$ cat src/rtl/hall_pkg.sv
// Shared types and constant helpers for the hall sector tracker: state encoding,
// hall code decode over the sector sequence table, and sector lower-bound angles.
package hall_pkg;

    localparam int unsigned HALL_W  = 3;
    localparam int unsigned SECT_W  = 3;
    localparam int unsigned SECTORS = 6;

    typedef enum logic [1:0] {
        ST_IDLE   = 2'd0,
        ST_LOCKED = 2'd1,
        ST_FAULT  = 2'd2
    } state_t;

    typedef struct packed {
        logic              valid;
        logic [SECT_W-1:0] sector;
    } hall_dec_t;

    // Codes 0/7 and codes missing from the table are invalid; first table hit wins.
    function automatic hall_dec_t hall_decode(input logic [HALL_W-1:0] code,
                                              input logic [23:0] seq);
        hall_dec_t d;
        d = '0;
        if (code != 3'd0 && code != 3'd7) begin
            for (int k = 0; k < int'(SECTORS); k++) begin
                if (!d.valid && seq[4*k +: 4] == {1'b0, code}) begin
                    d.valid  = 1'b1;
                    d.sector = SECT_W'(k);
                end
            end
        end
        return d;
    endfunction

    // Lower window bound of a sector; only ever evaluated on constants.
    function automatic logic [63:0] sector_lo(input logic [63:0] sector,
                                              input logic [63:0] ofs,
                                              input logic [63:0] full);
        logic [63:0] lo;
        lo = ofs + sector * (full / 64'(SECTORS));
        if (lo >= full)
            lo = lo - full;
        return lo;
    endfunction

endpackage

$ cat src/rtl/hall_sector_tracker_debounce.sv
// Hall code debouncer: a code is accepted once it has been sampled unchanged
// for DEBOUNCE consecutive cycles; accept_c marks the accepting edge.
module hall_debounce
    import hall_pkg::*;
#(
    parameter int unsigned DEBOUNCE = 4
) (
    input  logic              clk,
    input  logic              rst_n,
    input  logic [HALL_W-1:0] hall,
    output logic [HALL_W-1:0] code_c,
    output logic              accept_c
);

    localparam int unsigned CNT_W = $clog2(DEBOUNCE + 1);
    localparam logic [CNT_W-1:0] CNT_LAST = CNT_W'(DEBOUNCE - 1);
    localparam logic [CNT_W-1:0] CNT_FULL = CNT_W'(DEBOUNCE);

    logic [HALL_W-1:0] cand;
    logic [CNT_W-1:0]  cnt;
    logic              changed;

    assign changed  = (hall != cand);
    assign code_c   = hall;
    // Counter saturates at DEBOUNCE so a held code is accepted exactly once.
    assign accept_c = changed ? (DEBOUNCE == 1) : (cnt == CNT_LAST);

    always_ff @(posedge clk) begin
        if (!rst_n) begin
            cand <= '0;
            cnt  <= '0;
        end else if (changed) begin
            cand <= hall;
            cnt  <= CNT_W'(1);
        end else if (cnt != CNT_FULL) begin
            cnt  <= cnt + CNT_W'(1);
        end
    end

endmodule

$ cat src/rtl/hall_sector_tracker.sv
// Hall sector tracker: debounced hall decode, sector/direction/period tracking,
// fault handling, DAC code and rotor-angle clamping to the current sector window.
module hall_sector_tracker
    import hall_pkg::*;
#(
    parameter int unsigned ANGLE_W    = 32,
    parameter int unsigned ANGLE_FULL = 3600000,
    parameter int unsigned ANGLE_OFS  = 3300000,
    parameter logic [23:0] HALL_SEQ   = 24'h623154,
    parameter int unsigned DEBOUNCE   = 4,
    parameter int unsigned PERIOD_W   = 24,
    parameter int unsigned DAC_SCALE  = 500,
    parameter int unsigned DAC_W      = 32
) (
    input  logic                clk,
    input  logic                rst_n,
    input  logic [HALL_W-1:0]   hall,
    input  logic [ANGLE_W-1:0]  angle_in,
    input  logic                angle_vld,
    output logic [ANGLE_W-1:0]  angle_o,
    output logic                angle_o_vld,
    output logic [SECT_W-1:0]   sector_o,
    output logic                dir_o,
    output logic [PERIOD_W-1:0] period_o,
    output logic                period_vld,
    output logic                stall_o,
    output logic                fault_o,
    output logic                skip_o,
    output logic [DAC_W-1:0]    dac_o
);

    localparam int unsigned AXW = ANGLE_W + 1;
    localparam logic [ANGLE_W:0] FULL_X = AXW'(ANGLE_FULL);
    localparam logic [ANGLE_W:0] SECT_X = AXW'(ANGLE_FULL / SECTORS);
    localparam logic [ANGLE_W:0] HALF_X =
        AXW'((64'(ANGLE_FULL) + 64'(ANGLE_FULL / SECTORS)) / 64'd2);
    localparam logic [PERIOD_W-1:0] CNT_MAX = '1;

    logic [HALL_W-1:0] code_c;
    logic              accept_c;
    hall_dec_t         dec;

    hall_debounce #(.DEBOUNCE(DEBOUNCE)) u_debounce (
        .clk      (clk),
        .rst_n    (rst_n),
        .hall     (hall),
        .code_c   (code_c),
        .accept_c (accept_c)
    );

    assign dec = hall_decode(code_c, HALL_SEQ);

    // Constant table of sector lower bounds; entries 6/7 are unreachable.
    logic [ANGLE_W:0] lo_tab [8];
    for (genvar s = 0; s < 8; s++) begin : g_lo
        localparam logic [ANGLE_W:0] LO = (s < SECTORS) ?
            AXW'(sector_lo(64'(s), 64'(ANGLE_OFS), 64'(ANGLE_FULL))) : '0;
        assign lo_tab[s] = LO;
    end

    logic [ANGLE_W:0]   lo_c, hi_c, rel_c;
    logic [ANGLE_W-1:0] clamp_c;

    // Window clamp against the sector held before this edge.
    always_comb begin
        lo_c = lo_tab[sector_o];
        hi_c = lo_c + SECT_X;
        if (hi_c >= FULL_X)
            hi_c = hi_c - FULL_X;
        rel_c = {1'b0, angle_in} - lo_c;
        if (rel_c[ANGLE_W])
            rel_c = rel_c + FULL_X;
        if (rel_c <= SECT_X)
            clamp_c = angle_in;
        else if (rel_c < HALF_X)
            clamp_c = hi_c[ANGLE_W-1:0];
        else
            clamp_c = lo_c[ANGLE_W-1:0];
    end

    state_t              state, state_n;
    logic [PERIOD_W-1:0] cnt, cnt_n;
    logic [SECT_W-1:0]   sector_n, delta_c;
    logic [ANGLE_W-1:0]  angle_n;
    logic [PERIOD_W-1:0] period_n;
    logic [DAC_W-1:0]    dac_n;
    logic                dir_n, stall_n, skip_n, period_vld_n, angle_vld_n, fault_n;

    always_comb begin
        state_n      = state;
        cnt_n        = cnt;
        sector_n     = sector_o;
        dir_n        = dir_o;
        period_n     = period_o;
        period_vld_n = 1'b0;
        stall_n      = stall_o;
        skip_n       = 1'b0;
        dac_n        = dac_o;
        angle_n      = angle_o;
        angle_vld_n  = 1'b0;
        delta_c      = (dec.sector >= sector_o) ? SECT_W'(dec.sector - sector_o)
                                                : SECT_W'(dec.sector + 3'd6 - sector_o);

        if (state == ST_LOCKED) begin
            if (cnt != CNT_MAX)
                cnt_n = cnt + PERIOD_W'(1);
            if (cnt_n == CNT_MAX)
                stall_n = 1'b1;
        end

        if (accept_c) begin
            if (!dec.valid) begin
                state_n = ST_FAULT;
            end else begin
                dac_n = DAC_W'(DAC_W'(code_c) * DAC_W'(DAC_SCALE));
                if (state == ST_LOCKED) begin
                    if (dec.sector != sector_o) begin
                        sector_n     = dec.sector;
                        period_n     = cnt;
                        period_vld_n = 1'b1;
                        cnt_n        = PERIOD_W'(1);
                        stall_n      = 1'b0;
                        if (delta_c == 3'd1)
                            dir_n = 1'b1;
                        else if (delta_c == 3'd5)
                            dir_n = 1'b0;
                        else
                            skip_n = 1'b1;
                    end
                end else begin
                    state_n  = ST_LOCKED;
                    sector_n = dec.sector;
                    cnt_n    = '0;
                    stall_n  = 1'b0;
                end
            end
        end

        if (angle_vld && state == ST_LOCKED) begin
            angle_n     = clamp_c;
            angle_vld_n = 1'b1;
        end

        fault_n = (state_n == ST_FAULT);
    end

    always_ff @(posedge clk) begin
        if (!rst_n) begin
            state       <= ST_IDLE;
            cnt         <= '0;
            sector_o    <= '0;
            dir_o       <= 1'b0;
            period_o    <= '0;
            period_vld  <= 1'b0;
            stall_o     <= 1'b0;
            skip_o      <= 1'b0;
            fault_o     <= 1'b0;
            dac_o       <= '0;
            angle_o     <= '0;
            angle_o_vld <= 1'b0;
        end else begin
            state       <= state_n;
            cnt         <= cnt_n;
            sector_o    <= sector_n;
            dir_o       <= dir_n;
            period_o    <= period_n;
            period_vld  <= period_vld_n;
            stall_o     <= stall_n;
            skip_o      <= skip_n;
            fault_o     <= fault_n;
            dac_o       <= dac_n;
            angle_o     <= angle_n;
            angle_o_vld <= angle_vld_n;
        end
    end

endmodule

$ cat config.mk
export PLATFORM = sky130hd
export DESIGN_NAME = hall_sector_tracker
export DESIGN_NICKNAME = d
export VERILOG_FILES = /design/src/rtl/hall_pkg.sv /design/src/rtl/hall_sector_tracker_debounce.sv /design/src/rtl/hall_sector_tracker.sv
export SDC_FILE = /design/constraint.sdc
export NUM_CORES = 1
export LEC_CHECK = 0
export CORE_MARGIN = 2
export CORE_UTILIZATION = 50
export DETAILED_ROUTE_END_ITERATION = 6
export HOLD_SLACK_MARGIN = 0.05
export PLACE_DENSITY = 0.74
export SLEW_MARGIN = 0
export SYNTH_ARGS = -nofsm -noshare
export SYNTH_HDL_FRONTEND = slang
export SYNTH_SLANG_ARGS = --single-unit
export TNS_END_PERCENT = 100
$ cat constraint.sdc
create_clock -name clk -period 4.65 [get_ports clk]
set_input_delay 0.93 -clock clk [delete_from_list [all_inputs] [get_ports clk]]
set_output_delay 0.93 -clock clk [all_outputs]
set_load 0.05 [all_outputs]
==> results of run 1 <==
==> worst min-delay path, stage by stage (launching register included) <==
cell and delay [ns]:
dfxtp_1 0.31, nand2_1 0.05, a21boi_0 0.06
==> stage by stage <==
step	power, W	utilization	std cells	area [µm²]
final	0.002253	0.6815	1528	11220
after global routing	0.002346	0.6815	1528	11220
after CTS	0.002230	0.6616	1516	10890
after detailed placement	0.001438	0.6408	1498	10550
after global placement	0.001435	0.6408	1498	10550
after floorplan	0.001245	-	1106	8528
==> per-layer routing <==
metal	routed length, µm	up-vias	track usage	share of wire
met5	0	-	0	0
met4	401	0	0.07151	0.016
met3	1533	36	0.04110	0.062
met2	11600	293	0.4467	0.47
met1	11390	4122	0.3774	0.46
li1	-	4316	-	-
==> where the power goes <==
part           leakage, nW  switching [W]  internal (W)
Combinational         3.43       0.000288      0.000247
Sequential           0.865     0.00000159      0.000916
Clock                0.151       0.000390      0.000410
Total                 4.45       0.000679       0.00157
==> path summary, 6_finish.rpt <==
check	startpoint	endpoint	slack (ns)	cells after the start
worst max-delay path	angle_in[5]	angle_o[21]	0.03	18
worst max register to register	sector_o[2]	angle_o[21]	0.04	18
worst min register to register	dac_o[10]	dac_o[10]	0.46	2
worst min-delay path	dac_o[10]	dac_o[10]	0.46	2
==> repair_timing <==
action | CTS | global route
buffers inserted | 2 | 13
endpoints found under the hold margin | 0 | 0
pin swaps | 7 | 16
endpoints found under the setup margin | 23 | 23
resized for setup | 7 | 55
==> area by class of cell <==
type	count	share of cell area
inverter	33	0.01171
tap	220	0.02453
clock inverter	6	0.005687
timing repair buffer	267	0.2076
clock buffer	10	0.02230
sequential	107	0.1919
multi-input combinational	885	0.5362
==> cells by family (layout without fill, tap and decap cells) <==
| family | after synthesis | count (layout) |
|---|---|---|
| compound gates | 287 | 287 |
| buf+inv | 114 | 316 |
| other cells | 1 | 22 |
| mux | 26 | 26 |
| simple gates | 436 | 436 |
| fa+ha+maj | 52 | 52 |
| xor+xnor | 62 | 62 |
| flops | 107 | 107 |
==> sequential cells by signal (all words and copies together) (netlist names) <==
| name | flops |
|---|---|
| angle_o | 32 |
| u_debounce.cnt | 3 |
| state | 2 |
| period_vld | 1 |
| dac_o | 10 |
| sector_o | 3 |
| u_debounce.cand | 3 |
| fault_o | 1 |
| dir_o | 1 |
| angle_o_vld | 1 |
| cnt | 24 |
| period_o | 24 |
| skip_o | 1 |
| stall_o | 1 |
==> synthesized netlist by cell type, types with 8 or more instances <==
cell type | count | area, µm²
a21boi_0 | 39 | 292.8
a21o_1 | 11 | 82.58
a21oi_1 | 59 | 295.3
a31oi_1 | 9 | 56.30
and2_1 | 22 | 137.6
and3_1 | 27 | 168.9
and4_1 | 8 | 70.07
buf_2 | 9 | 45.04
buf_4 | 23 | 172.7
clkbuf_1 | 43 | 161.4
dfxtp_1 | 107 | 2142
ha_1 | 46 | 575.6
inv_1 | 30 | 112.6
mux2i_1 | 17 | 170.2
nand2_1 | 131 | 491.7
nand2b_1 | 9 | 56.30
nand3_1 | 59 | 295.3
nand4_1 | 19 | 118.9
nor2_1 | 70 | 262.8
nor2b_1 | 10 | 62.56
nor3_1 | 29 | 145.1
o211ai_1 | 12 | 90.09
o21a_1 | 10 | 75.07
o21ai_0 | 44 | 220.2
o21ai_1 | 19 | 95.09
or3_1 | 12 | 75.07
xnor2_1 | 40 | 350.3
xor2_1 | 20 | 175.2
==> impl_results.md, run 1 <==
* Status: completed
* Initial core utilization at 0.5089
* Number of inserted diodes at 0
* Final setup viols at 0
* Drt first pass iters at 5
* Critical Path Max Stage Delay at 0.53 ns
* Leading cell types in the layout, fill and taps excluded: 148 x buf_4, 130 x nand2_1, 105 x clkdlybuf4s50_1, 104 x dfxtp_1, 68 x nor2_1
* Multi-input logic area at 6017 µm²
* CTS tree: done
* Largest family of logic cells by synthesized area: simple AND/OR/NAND/NOR gates
* Simple-gate share of the synthesized area at 0.2621
* Critical path fanouts, max at 7
* Adder-cell area share of the yosys netlist at 0.08302
* Clk buf depth at 2
* Wire per inst at 16.31 µm
* GRT Overall Usage at 0.2730
* Rel. slew slack at 0.2378
* Worst vdd ir at 0.1893 mV
* Crit path time final at 4.623 ns
* Rows at 47
* Die width at 133.5 µm
* Power Dens Cells at 200.8 nW/µm²
* Post-synthesis sequential area ratio at 0.2556
* CTS Buf Count at 9
* Die ar. at 17810 µm²
* Commonest non-fill, non-tap cell in the layout: buf_4
* Slew Viols, Final at 0
* Initial antenna violation count at 0
* Largest net degree at the start of global routing at 39
* CTS root buffer: clkbuf_16
* RSZ-0062 raised after global routing: true
* Fin. Hold Viols at 0
* Leak pwr at 4.446 nW
* Fmax at 216.3 MHz
* Nets at 1393
* CP Data Required Time at 4.94 ns
* Least-Margin Pin Slew at 1.141 ns
* Worst-Skew Late Latency at 0.37 ns
* Startpoint Class: input port
* Skew final at 0.01144 ns
* Storage cell area at 2153 µm²
* Port Buffers at 112
* Ys flop type: dfxtp_1
* Sink Count at 107
* Vias at 8767
* Layout area overhead at 33.91%
* Final worst-path setup slack at 0.02711 ns
* Critical-path cell list: buf_8 -> inv_4 -> ha_4 -> inv_2 -> fa_2 -> a211o_1 -> and3_4 -> or4_4 -> nand4_1 -> o211ai_2 -> or4_4 -> a32oi_1 -> nand4_1 -> o32ai_4 -> buf_4 -> nand2_1 -> o211ai_1 -> a2bb2oi_1
* Setup TNS at 0 ns
* Vias in the first global route at 8090
* ANT nets after route at 0
* Async SR Flop Fraction at 0
* DP HPWL at 18.70 mm
* Final wirelength at 24.92 mm
* Delay-heaviest family, CP: simple AND/OR/NAND/NOR gates
* Max-cap viol count at 0
* Total grt overflow at 0
* Multiplexer share of the synthesized area at 0.03270
* Slowest CP cell: or4_4
* Clk slew on worst S/H paths at 0.08 ns
* First-pass GRT wire length at 39.85 mm
* Post-synthesis xor/xnor area fraction at 0.06660
* Hold Worst Slack at 0.4619 ns
* I/O Pins at 135
* Share of cells above drive strength 1 at 0.1843
* Post-synth EDFFs at 0
* Crit. End Element: flip-flop
* Yosys cell types at 90
* Fill count at 1356
* CP arrival at 4.92 ns
* Post-CTS Hold Buffers at 0
* Buffers & Inverters on Critical Path at 4
* Number of synthesized register bits at 107
* Post-DR vias/cell at 5.738
* # DRC at 0
* Htree depth at 3
* Fin crit share at 0.9942
* Die height at 133.5 µm
* Syn_area_per_cell at 7.723 µm²
* Min-Delay Path Class: reg2reg
* GPL Wtd Cong at 0.9755
* Synth warn at 0
* Pre-CTS WS at -0.6765 ns
* Synth Cell Area at 8379 µm²
* Compound-Gate Fraction of Synth Area at 0.2340
* Core area at 16470 µm²
* Type of the worst setup path: in2reg
* Synth Instances at 1085
* Starting DRT DRC Count at 772
Note: power is estimated with default switching activity, not from simulation.
==> run 2: changes to the inputs <==
Settings changed: REMOVE_ABC_BUFFERS set to 1.
==> run 2 against run 1 <==
Compared with the run above: cell area grew 0.60%; largest power group unchanged; setup slack improved by 0.071 ns; via count hardly changed.
==> impl_results.md, run 2 (synthesis results as in run 1) <==
* Fmax at 219.7 MHz (+1.6%)
* Least-Margin Pin Slew at 1.030 ns (-0.1105 ns)
* Die height at 133.5 µm (unchanged)
* CTS tree: done
* Critical path fanouts, max at 6 (-1)
* Placed Cells at 1519 (+1.4%)
* GPL Wtd Cong at 0.9254 (-5.1%)
* Min-Delay Path Class: reg2reg
* Rows at 47 (unchanged)
* Rel. slew slack at 0.3116 (+0.07383)
* Wire per inst at 15.33 µm (-6.0%)
* Final setup viols at 0 (unchanged)
* Htree depth at 3 (unchanged)
* First-pass GRT wire length at 38.87 mm (-2.5%)
* Power Dens Cells at 202.7 nW/µm² (+0.94%)
* Most used routing layer: met2
* Final cell count without fillers at 1544 (+1.0%)
* Number of flip-flops in the largest register at 32 (unchanged)
* Starting DRT DRC Count at 725 (-6.1%)
* Vias at 8763 (-0.046%)
* Most flops, register: angle_o
* Skew final at 0.008729 ns (-0.002706 ns)
* CTS root buffer: clkbuf_16
* Post-layout util at 0.6856 (+0.004103)
* Sink Count at 107 (unchanged)
* Share of cells above drive strength 1 at 0.1994 (+0.01515)
* Max-cap viol count at 0 (unchanged)
* ANT nets after route at 0 (unchanged)
* Nets at 1409 (+1.1%)
* Number of inserted diodes at 0 (unchanged)
* Final worst-path setup slack at 0.09818 ns (+0.07107 ns)
* Critical-path cell list: buf_2 -> inv_2 -> ha_4 -> inv_2 -> fa_2 -> a211o_1 -> and3_4 -> or4_4 -> nand4_1 -> o211ai_2 -> or4_1 -> a32oi_1 -> nand4_1 -> o32ai_4 -> and2_4 -> mux2_4 -> o221ai_2
* Type of the worst setup path: in2reg
* Slew Viols, Final at 0 (unchanged)
* Leak pwr at 4.479 nW (+0.73%)
* Clk buf depth at 2 (unchanged)
* Drt first pass iters at 5 (unchanged)
* Final wirelength at 23.68 mm (-5.0%)
* GRT Overall Usage at 0.2626 (-0.01036)
* Layout area overhead at 34.72%
* Fin. Hold Viols at 0 (unchanged)
* M3 GR Usage at 0.03995 (-0.001142)
* Commonest non-fill, non-tap cell in the layout: buf_4
* Die ar. at 17810 µm² (unchanged)
* Post-CTS Hold Buffers at 0 (unchanged)
* DP HPWL at 17.93 mm (-4.1%)
* Largest net degree at the start of global routing at 59 (+51%)
* Leading cell types in the layout, fill and taps excluded: 170 x buf_4, 131 x nand2_1, 105 x dfxtp_1, 104 x clkdlybuf4s50_1, 69 x nor2_1
* Crit path time final at 4.552 ns (-0.07107 ns)
* # DRC at 0 (unchanged)
* Clk slew on worst S/H paths at 0.08 ns (about the same)
* Core area at 16470 µm² (unchanged)
* Post-DR vias/cell at 5.676 (-1.1%)
* Worst-Skew Late Latency at 0.36 ns (about the same)
* Top flop regs: angle_o x32, cnt x24, period_o x24
* Status: completed
* Critical Path Max Stage Delay at 0.54 ns (about the same)
* Vias in the first global route at 7968 (-1.5%)
* CTS Buf Count at 9 (unchanged)
* CP arrival at 4.83 ns (-0.09 ns)
* Crit. End Element: flip-flop
* GR met2 Demand/Resource at 0.4144 (-0.03236)
* Initial antenna violation count at 0 (unchanged)
* Met1 Usage GRT at 0.3823 (+0.004907)
* Startpoint Class: input port
* Port Buffers at 112 (unchanged)
* Initial core utilization at 0.5089 (unchanged)
* Slowest CP cell: or4_4
* Fin crit share at 0.9789 (-0.01528)
* I/O Pins at 135 (unchanged)
* Pre-CTS WS at -0.6766 ns (-0.00007200 ns)
* Die width at 133.5 µm (unchanged)
* Worst vdd ir at 0.1865 mV (-1.5%)
* CP Data Required Time at 4.93 ns (about the same)
* Total grt overflow at 0 (unchanged)
==> run 2: changes by cell type in the layout (fill, tap and decap cells not counted), moves of 3 or more <==
cell	previous run	this run
inv_4	3	0
buf_4	148	170
ha_2	0	3
buf_6	5	1
inv_2	3	7
==> run 2: layout make-up <==
cell class                      instances  area (µm²)
Multi-Input combinational cell        885        6008
Fill cell                            1408        5177
Timing Repair Buffer                  283        2406
Sequential cell                       107        2147
Tap cell                              220       275.3
Clock buffer                            9       225.2
Inverter                               33       123.9
Clock inverter                          7       102.6
==> run 2: what timing repair did <==
item	CTS	global route
pin swaps	15	14
gates resized for setup	31	41
setup endpoints to repair	23	23
buffers inserted	4	5
hold endpoints to repair	0	0
==> run 2: metal layers <==
metal,up-vias,routed length (µm)
met3,26,1367
met5,-,0
met1,4110,11310
met4,0,343
li1,4352,-
met2,275,10650
==> run 2: through the flow <==
stage | area [µm²] | power [W] | setup TNS, ns | hold slack, ns
final | 11290 | 0.002288 | 0 | 0.4662
after global placement | 10640 | 0.001433 | -10.92 | 0.4528
after detailed placement | 10640 | 0.001437 | -13.11 | 0.4560
after global routing | 11290 | 0.002384 | -0.04253 | 0.4855
after floorplan | 8033 | 0.001214 | -26.80 | 0.4527
after CTS | 11070 | 0.002272 | 0 | 0.4701
==> run 2: report_power, final <==
| part | internal, W | total (W) | leakage [nW] | switching [W] |
|---|---|---|---|---|
| sequential | 0.000917 | 0.000919 | 0.864 | 0.00000152 |
| clock | 0.000439 | 0.000831 | 0.160 | 0.000392 |
| combinational | 0.000250 | 0.000538 | 3.46 | 0.000289 |
==> run 2: path summary, 6_finish.rpt <==
check / start / endpoint / slack, ns / cells past startpoint
setup / recovery: angle_in[5] / angle_o[13] / 0.1 / 17
hold / removal: period_o[9] / period_o[9] / 0.47 / 2
setup reg to reg: sector_o[1] / angle_o[13] / 0.14 / 17
hold reg to reg: period_o[9] / period_o[9] / 0.47 / 2
==> run 2: critical path, delay by kind of cell <==
family | cells | cell delay [ns]
buf+inv | 3 | 0.20
compound gates | 5 | 1.07
simple gates | 6 | 1.84
fa+ha+maj | 2 | 0.46
mux | 1 | 0.31
